[src/rtl/sat_counter.sv]
// rtl/sat_counter.sv - saturating incrementer with synchronous clear
module sat_counter #(
  parameter int W = 16
) (
  input  logic         clk,
  input  logic         rst_n,
  input  logic         clr_i,
  input  logic         inc_i,
  output logic [W-1:0] cnt_o
);

  logic [W-1:0] cnt_q;

  // Count up on inc_i, stick at all-ones, clear wins over increment
  always_ff @(posedge clk or negedge rst_n) begin
    if (!rst_n) begin
      cnt_q <= '0;
    end else if (clr_i) begin
      cnt_q <= '0;
    end else if (inc_i && (cnt_q != '1)) begin
      cnt_q <= cnt_q + W'(1);
    end
  end

  assign cnt_o = cnt_q;

endmodule

[config.mk]
export PLATFORM = sky130hd
export DESIGN_NAME = sat_counter
export DESIGN_NICKNAME = d
export VERILOG_FILES = /design/src/rtl/sat_counter.sv
export SDC_FILE = /design/constraint.sdc
export NUM_CORES = 1
export LEC_CHECK = 0
export CAP_MARGIN = 20
export CORE_MARGIN = 10
export CORE_UTILIZATION = 40
export DETAILED_ROUTE_END_ITERATION = 6
export PLACE_DENSITY_LB_ADDON = 0.05
export SYNTH_ARGS = -nofsm -noshare
export SYNTH_HDL_FRONTEND = slang
export SYNTH_SLANG_ARGS = --single-unit
export TNS_END_PERCENT = 100
[constraint.sdc]
create_clock -name clk -period 4.9 [get_ports clk]
set_input_delay 0.98 -clock clk [delete_from_list [all_inputs] [get_ports clk]]
set_output_delay 0.98 -clock clk [all_outputs]
set_load 0.05 [all_outputs]
# --- Yosys cells after proc, flatten, opt, wreduce, memory -nomap -nowiden ---
# Cells that the tools add are included.
# Widths: inputs -> output; s select.
totals:
  output_inout_bits: 16
  wordCells: 7
  ff_bits: 16
op_classes:
  addsub: 1
  muxes: 2
  n_eq_ne: 1
  reduce_logical: 2
op_table:
  columns: ["operator", "count"]
  rows:
  - ["$mux 16", 2]
  - ["$add 16x1->16 const B", 1]
  - ["$ne 16x16->1 const B", 1]
  - ["$reduce_bool 2->1", 1]
  - ["$logic_and 1x1->1", 1]

# --- Depth between registers and ports, before layout ---
# Gate-level depths: netlist of run 1.
depth:
  word_depth: 4
  ltp_mapped: 6

# --- Least setup slack after synthesis of run 1 ---
# Ideal clock, no wire load.
synth_timing:
  kind: "register -> register"
  startpoint: "register cnt_q[0], in the netlist cnt_o[0]"
  endpoint: "register cnt_q[15], in the netlist cnt_o[15]"
  setup_slack_ns: 2.784
  arrival_ns: 1.988
  path_stages_with_launch: 6
  setup_time_ns: 0.128
  path_buffers: 0
  cell_sequence: "dfrtp_1 -> ha_1 -> nand4_2 -> nor4_4 -> nor4_1 -> mux2_1"
synth_via:
  elab_chain_cells: 3
  elab_cells_between_ends: 6
  cone_classes: "add/sub (1); eq/ne (1); mux (2); reduce/logical (2)"
synth_rtl:
  columns: ["element", "line_no", "rtl"]
  rows:
  - ["start: declaration", "12", "logic [W-1:0] cnt_q;"]
  - ["start signal: assignment", "21", "cnt_q <= cnt_q + W'(1);"]
  - ["$add 16x1->16 or $ne 16x16->1 (tied branches)", "21, 20", null]
  - ["$mux 16 or $logic_and 1x1->1 (tied branches)", "20", "end else if (inc_i && (cnt_q != '1)) begin"]
  - ["$mux 16 or $reduce_bool 2->1 (tied branches)", null, null]
# Parallel ways exist; a longest one is shown, timed or not. The select of a mux whose other input is x is not followed.
# A chain may end at the register's enable or synchronous reset.

# --- Final worst setup path of run 1 ---
layout_timing:
  startpoint: "register cnt_q[7], in the netlist cnt_o[7]"
  endpoint: "output port cnt_o[7]"
layout_lines:
  columns: ["element", "line_no", "rtl"]
  rows:
  - ["end: declaration", "9", "output logic [W-1:0] cnt_o"]
# No word-level cell between the ends.

==> results.py, run 1 <==
metrics = {
    "outcome": {
        "status": "completed",
    },
    "floorplanning": {
        "die_w_um": 68.5,
        "start_util_pct": 42.2,
        "coreArea_sq_mm": 0.00223,
        "rows": 17,
        "ios": 20,
        "die_height_um": 68.5,
        "dieArea_sq_mm": 0.00470,
    },
    "sta": {
        "fmax_mhz": 384,
        "hold_viol_final": 0,
        "fin_worst_skew_ns": 0.00189,
        "tightest_slew_ns": 0.890,
        "holdWs_ns": 0.597,
        "final_max_slew_viol_count": 0,
        "relSlewSlack_pct": 40.2,
        "layout_min_cycle_time_ns": 2.61,
        "rsz0062_at_grt": "false",
        "final.setup.tns_ns": 0,
        "finalSetupViolCount": 0,
        "fin_crit_sh_pct": 53.2,
    },
    "job": {
        "maxCapViolations": 0,
    },
    "placed_design": {
        "routabilityCongestion": 0.708,
        "portBuffers": 19,
        "dpl.hpwl_um": 1610,
        "placed_area_sq_mm": 0.00114,
    },
    "worst_setup_path": {
        "crit_chain": "clkdlybuf4s50_1",
        "cp.arrival_ns": 1.63,
        "critPathMaxFanout": 8,
        "crit_slowest_cell": "clkdlybuf4s50_1",
        "start_kind": "flop",
        "crit_path_end_kind": "output port",
        "critical-path-top-delay-family": "buffers and inverters",
        "max_stage_delay_ns": 0.86,
        "path_buf_inv": 1,
        "path_class": "reg2out",
        "crit_required_ns": 3.92,
    },
    "yosys": {
        "synth_compound_area_share_pct": 16.2,
        "synth_simple_gate_area_share_pct": 31.2,
        "post_synth_num_cell_types": 28,
        "synth_top_family_by_area": "simple AND/OR/NAND/NOR gates",
        "synth_cells": 98,
        "synth_top_cell_area_share_pct": 42.5,
        "synthAdderAreaFrac_pct": 1.33,
        "avgSynthCellArea_sq_um": 9.61,
        "ys_ff_latch": 16,
        "synth_common_cells": "dfrtp_1, a21oi_1, o31ai_1",
        "yosysWarningCount": 0,
        "synth_most_common_cell": "dfrtp_1",
        "muxShareOfSynthArea_pct": 4.78,
        "async_flop_share_pct": 100,
        "synthesis.nets": 103,
        "synth_area_leader_cell": "dfrtp_1",
        "synth_edf_count": 0,
        "synth_area_sq_um": 942,
        "synthXorXnorAreaFrac_pct": 0,
        "synth_seq_area_share_pct": 42.5,
        "ys.flop_type": "dfrtp_1",
        "synth_area_leaders": "dfrtp_1, a21oi_1, o31ai_1",
    },
    "cts": {
        "clk_path_buf_depth": 2,
        "tritoncts": "yes",
        "cts_made_buffers": 3,
        "cts-root-buf": "clkbuf_4",
        "postCtsHoldBufs": 0,
        "clock_latency_ns": 0.28,
        "cts_repair_resize_count": 0,
        "clock_sink_count": 16,
        "clk_pin_slew_ns": 0.09,
        "postCtsSetupBuffers": 0,
        "h-tree-depth": 1,
    },
    "grt": {
        "antenna_found_initial": 0,
        "grt_max_degree": 23,
        "overflow": 0,
        "grt_pass1_vias": 791,
        "globalRouteTotalUtil_pct": 10.1,
        "grt_pass1_wl_um": 3690,
    },
    "drt": {
        "vias": 852,
        "first_iter_violations": 47,
        "wl_per_cell_um": 16.1,
        "vias_per_cell": 5.96,
        "totalWireLength_um": 2300,
        "ant_nets": 0,
        "post-route-drc-count": 0,
        "dr.pass1.iters": 4,
    },
    "layout": {
        "drive_above_1_share_pct": 10.4,
        "nets": 122,
        "fin_area_sq_mm": 0.00116,
        "antennaDiodeCount": 0,
        "syn_to_final_growth_pct": 23.5,
        "largest_reg_flops": 16,
    },
    "power_and_ir_drop": {
        "power_density_mw_per_mm2": 194,
        "ir_worst_vdd_mv": 0.144,
        "p_leak_nw": 0.451,
    },
    "min_path": {
        "hold_path.class": "reg2reg",
    },
}
==> area by class of cell <==
| type | count | area (sq um) |
|---|---|---|
| clock buffers | 3 | 22.5 |
| flip-flops and latches | 16 | 400 |
| repair buffers | 19 | 190 |
| fillers | 217 | 1070 |
| inverters | 3 | 11.3 |
| multi-input cells | 74 | 504 |
| well taps | 28 | 35.0 |
==> path summary, 6_finish.rpt <==
kind	cells after the start	slack, ns	from	to
worst max-delay path	1	2.29	cnt_o[7]	cnt_o[7]
worst min-delay path	2	0.60	cnt_o[14]	cnt_o[14]
worst max register to register	5	2.62	cnt_o[0]	cnt_o[15]
worst min register to register	2	0.60	cnt_o[14]	cnt_o[14]
max in group asynchronous	1	3.29	rst_n	cnt_o[8]
min in group asynchronous	1	1.14	rst_n	cnt_o[13]
==> metrics by stage <==
| step | std cells | setup slack, ns | utilization, % | power [W] |
|---|---|---|---|---|
| final | 143 | 2.29 | 52.1 | 0.000225 |
| after global placement | 140 | 2.23 | 51.1 | 0.000158 |
| after floorplan | 98 | 2.78 | - | 0.000149 |
| after detailed placement | 140 | 2.18 | 51.1 | 0.000158 |
| after global routing | 143 | 2.21 | 52.1 | 0.000238 |
| after CTS | 143 | 2.29 | 52.1 | 0.000228 |
==> worst reg2reg max path, delay by kind of cell (launching register included) <==
kind	cells	cell delay [ns]
and+or+nand+nor	3	1.15
DFF	1	0.42
muxes	1	0.34
adders and majority gates	1	0.26
==> layout by cell type (no fill, tap or decap) <==
cell              n
clkdlybuf4s50_1  19
dfrtp_1          16
a21oi_1          11
o31ai_1           7
nand4_1           6
nand2_1           6
or4_1             5
nor2b_1           4
nor2_1            4
nor4_1            4
mux2_1            4
inv_1             3
nand3_1           3
o21ai_1           3
clkbuf_4          3
or4_2             2
or3_1             2
and4_2            2
and3_1            2
nand4_2           1
nor4_4            1
nand3b_1          1
o211ai_2          1
o21ai_0           1
or3_2             1
nor3_1            1
a211oi_2          1
ha_1              1
==> cell families after synthesis <==
kind of cell | count (synthesis)
compound gates | 24
fa+ha+maj | 1
buf+inv | 8
flops | 16
mux | 4
simple gates | 45
==> per-layer routing <==
metal | vias up | wire, um | GRT usage, %
li1 | 414 | - | -
met1 | 416 | 986 | 11.4
met2 | 20 | 1110 | 16.8
met3 | 2 | 190 | 4.03
met4 | 0 | 14 | 3.77
met5 | - | 0 | 0
==> where the power goes <==
part / leakage (nW) / internal [W] / switching, W
Clock: 0.0138 / 0.0000285 / 0.0000414
Combinational: 0.215 / 0.00000625 / 0.0000144
Sequential: 0.222 / 0.000133 / 0.00000162
No activity file was read; power rests on OpenSTA's default activity.
==> run 2, diff against run 1 <==
clock period = 2.68 ns   (was 4.9 ns; I/O delays follow)
==> results.py, run 2 (synthesis results as in run 1) <==
metrics = {
    "outcome": {
        "status": "completed",
    },
    "worst_setup_path": {
        "path_class": "reg2reg",
        "crit_required_ns": 2.84,
        "crit_slowest_cell": "nor4_4",
        "crit_start": "cnt_o[0]",
        "critPathMaxFanout": 12,
        "crit_chain": "ha_1, nand4_2, nor4_4, buf_4, nor4_1, mux2_1",
        "reg2reg_slack_ns": 0.47,
        "reg2reg_to": "cnt_o[15]",
        "crit_path_end_kind": "flop",
        "worstReg2RegStart": "cnt_o[0]",
        "cp.arrival_ns": 2.37,
        "max_stage_delay_ns": 0.61,
        "start_kind": "flop",
        "reg2reg_depth": 6,
    },
    "power_and_ir_drop": {
        "clockPowerShare_pct": 30.0,
        "ir_worst_vdd_mv": 0.258,
        "power_density_mw_per_mm2": 346,
        "p_switching_w": 0.000100,
        "power.share.combinational_pct": 9.5,
        "switching_share_pct": 24.6,
        "p_leak_nw": 0.462,
        "p_int_w": 0.000308,
        "seq_power_share_pct": 60.5,
    },
    "sta": {
        "fmax_mhz": 453,
        "tightest_slew_ns": 0.745,
        "final.setup.tns_ns": 0,
        "final_max_slew_viol_count": 0,
        "finalSetupViolCount": 0,
        "hold_viol_final": 0,
        "layout_min_cycle_time_ns": 2.21,
        "fin_crit_sh_pct": 82.3,
        "rsz0062_at_grt": "false",
        "fin_worst_skew_ns": 0.00573,
        "relSlewSlack_pct": 50.2,
    },
    "floorplanning": {
        "start_util_pct": 42.2,
        "coreArea_sq_mm": 0.00223,
        "ios": 20,
        "dieArea_sq_mm": 0.00470,
        "die_height_um": 68.5,
        "rows": 17,
        "die_w_um": 68.5,
    },
    "grt": {
        "antenna_found_initial": 0,
        "grt_pass1_vias": 769,
        "globalRouteTotalUtil_pct": 10.4,
        "overflow": 0,
        "grt_max_degree": 23,
        "grt_pass1_wl_um": 3730,
    },
    "cts": {
        "cts_made_buffers": 3,
        "postCtsSetupBuffers": 0,
        "cts-root-buf": "clkbuf_4",
        "cts_repair_resize_count": 0,
        "clock_sink_count": 16,
        "clock_latency_ns": 0.28,
        "h-tree-depth": 1,
        "postCtsHoldBufs": 0,
        "clk_path_buf_depth": 2,
        "clk_pin_slew_ns": 0.09,
        "tritoncts": "yes",
    },
    "placed_design": {
        "dpl.hpwl_um": 1690,
        "portBuffers": 19,
        "routabilityCongestion": 0.711,
        "dpl.cell_count": 142,
    },
    "min_path": {
        "hold_path.class": "reg2reg",
        "hold_path_end": "cnt_o[14]",
        "min_from": "cnt_o[14]",
        "holdPathStages": 2,
    },
    "drt": {
        "ant_nets": 0,
        "wl_per_cell_um": 15.9,
        "totalWireLength_um": 2310,
        "vias": 849,
        "vias_per_cell": 5.86,
        "dr.pass1.iters": 4,
        "first_iter_violations": 42,
        "post-route-drc-count": 0,
    },
    "layout": {
        "final_core_util_pct": 52.8,
        "syn_to_final_growth_pct": 25.1,
        "layout_common_cells": "clkdlybuf4s50_1, dfrtp_1, a21oi_1, o31ai_1",
        "nets": 124,
        "final_common_cell": "clkdlybuf4s50_1",
        "drive_above_1_share_pct": 12.0,
        "antennaDiodeCount": 0,
        "final_cells": 145,
        "largest_reg_flops": 16,
    },
    "job": {
        "maxCapViolations": 0,
    },
}
==> run 2: cell types whose count changed in the layout (fill, tap and decap cells not counted) <==
cell   change
buf_4      +2
==> run 2: cell type report <==
class,count,area (sq um)
tap,28,35.0
sequential,16,400
clock buffer,3,22.5
fill,220,1050
timing repair buffer,21,205
inverter,3,11.3
multi-input combinational,74,504
==> run 2: critical path, delay by kind of cell (launching register included) <==
family / cells / cell delay [ns]
multiplexers: 1 / 0.31
AND/OR/NAND/NOR: 3 / 0.83
buffers and inverters: 1 / 0.26
flip-flops: 1 / 0.44
adder cells (fa/ha/maj): 1 / 0.25
==> run 2: how the worst max path moves through the flow <==
| stage | endpoint | depth (start not counted) |
|---|---|---|
| 2_1_floorplan | cnt_o[15] | 5 |
| 4_1_cts | cnt_o[15] | 6 |
| 3_3_place_gp | cnt_o[3] | 4 |
| 5_1_grt | cnt_o[15] | 6 |
| 6_report | cnt_o[15] | 6 |
| 3_5_place_dp | cnt_o[2] | 4 |
==> run 2: metrics by stage <==
stage,hold slack (ns),area [sq um],total power (W),setup slack (ns)
after detailed placement,0.582,1160,0.000291,0.386
final,0.598,1180,0.000408,0.474
after global placement,0.581,1160,0.000290,0.460
after CTS,0.598,1180,0.000416,0.473
after floorplan,0.240,942,0.000272,0.564
after global routing,0.641,1180,0.000432,0.360
==> run 2: metal layers <==
| metal | vias up | wire (um) | GRT usage (%) |
|---|---|---|---|
| met5 | - | 0 | 0 |
| met4 | 0 | 34 | 4.52 |
| met3 | 4 | 191 | 4.03 |
| met2 | 24 | 1100 | 16.4 |
| met1 | 400 | 979 | 12.2 |
| li1 | 421 | - | - |
==> run 2: power by group through the flow <==
stage	Sequential [W]	Clock (W)	Combinational (W)
2_1_floorplan	0.000259	0	0.0000136
3_3_place_gp	0.000251	0	0.0000389
3_5_place_dp	0.000251	0	0.0000392
4_1_cts	0.000247	0.000130	0.0000395
5_1_grt	0.000247	0.000142	0.0000427
6_report	0.000247	0.000122	0.0000388
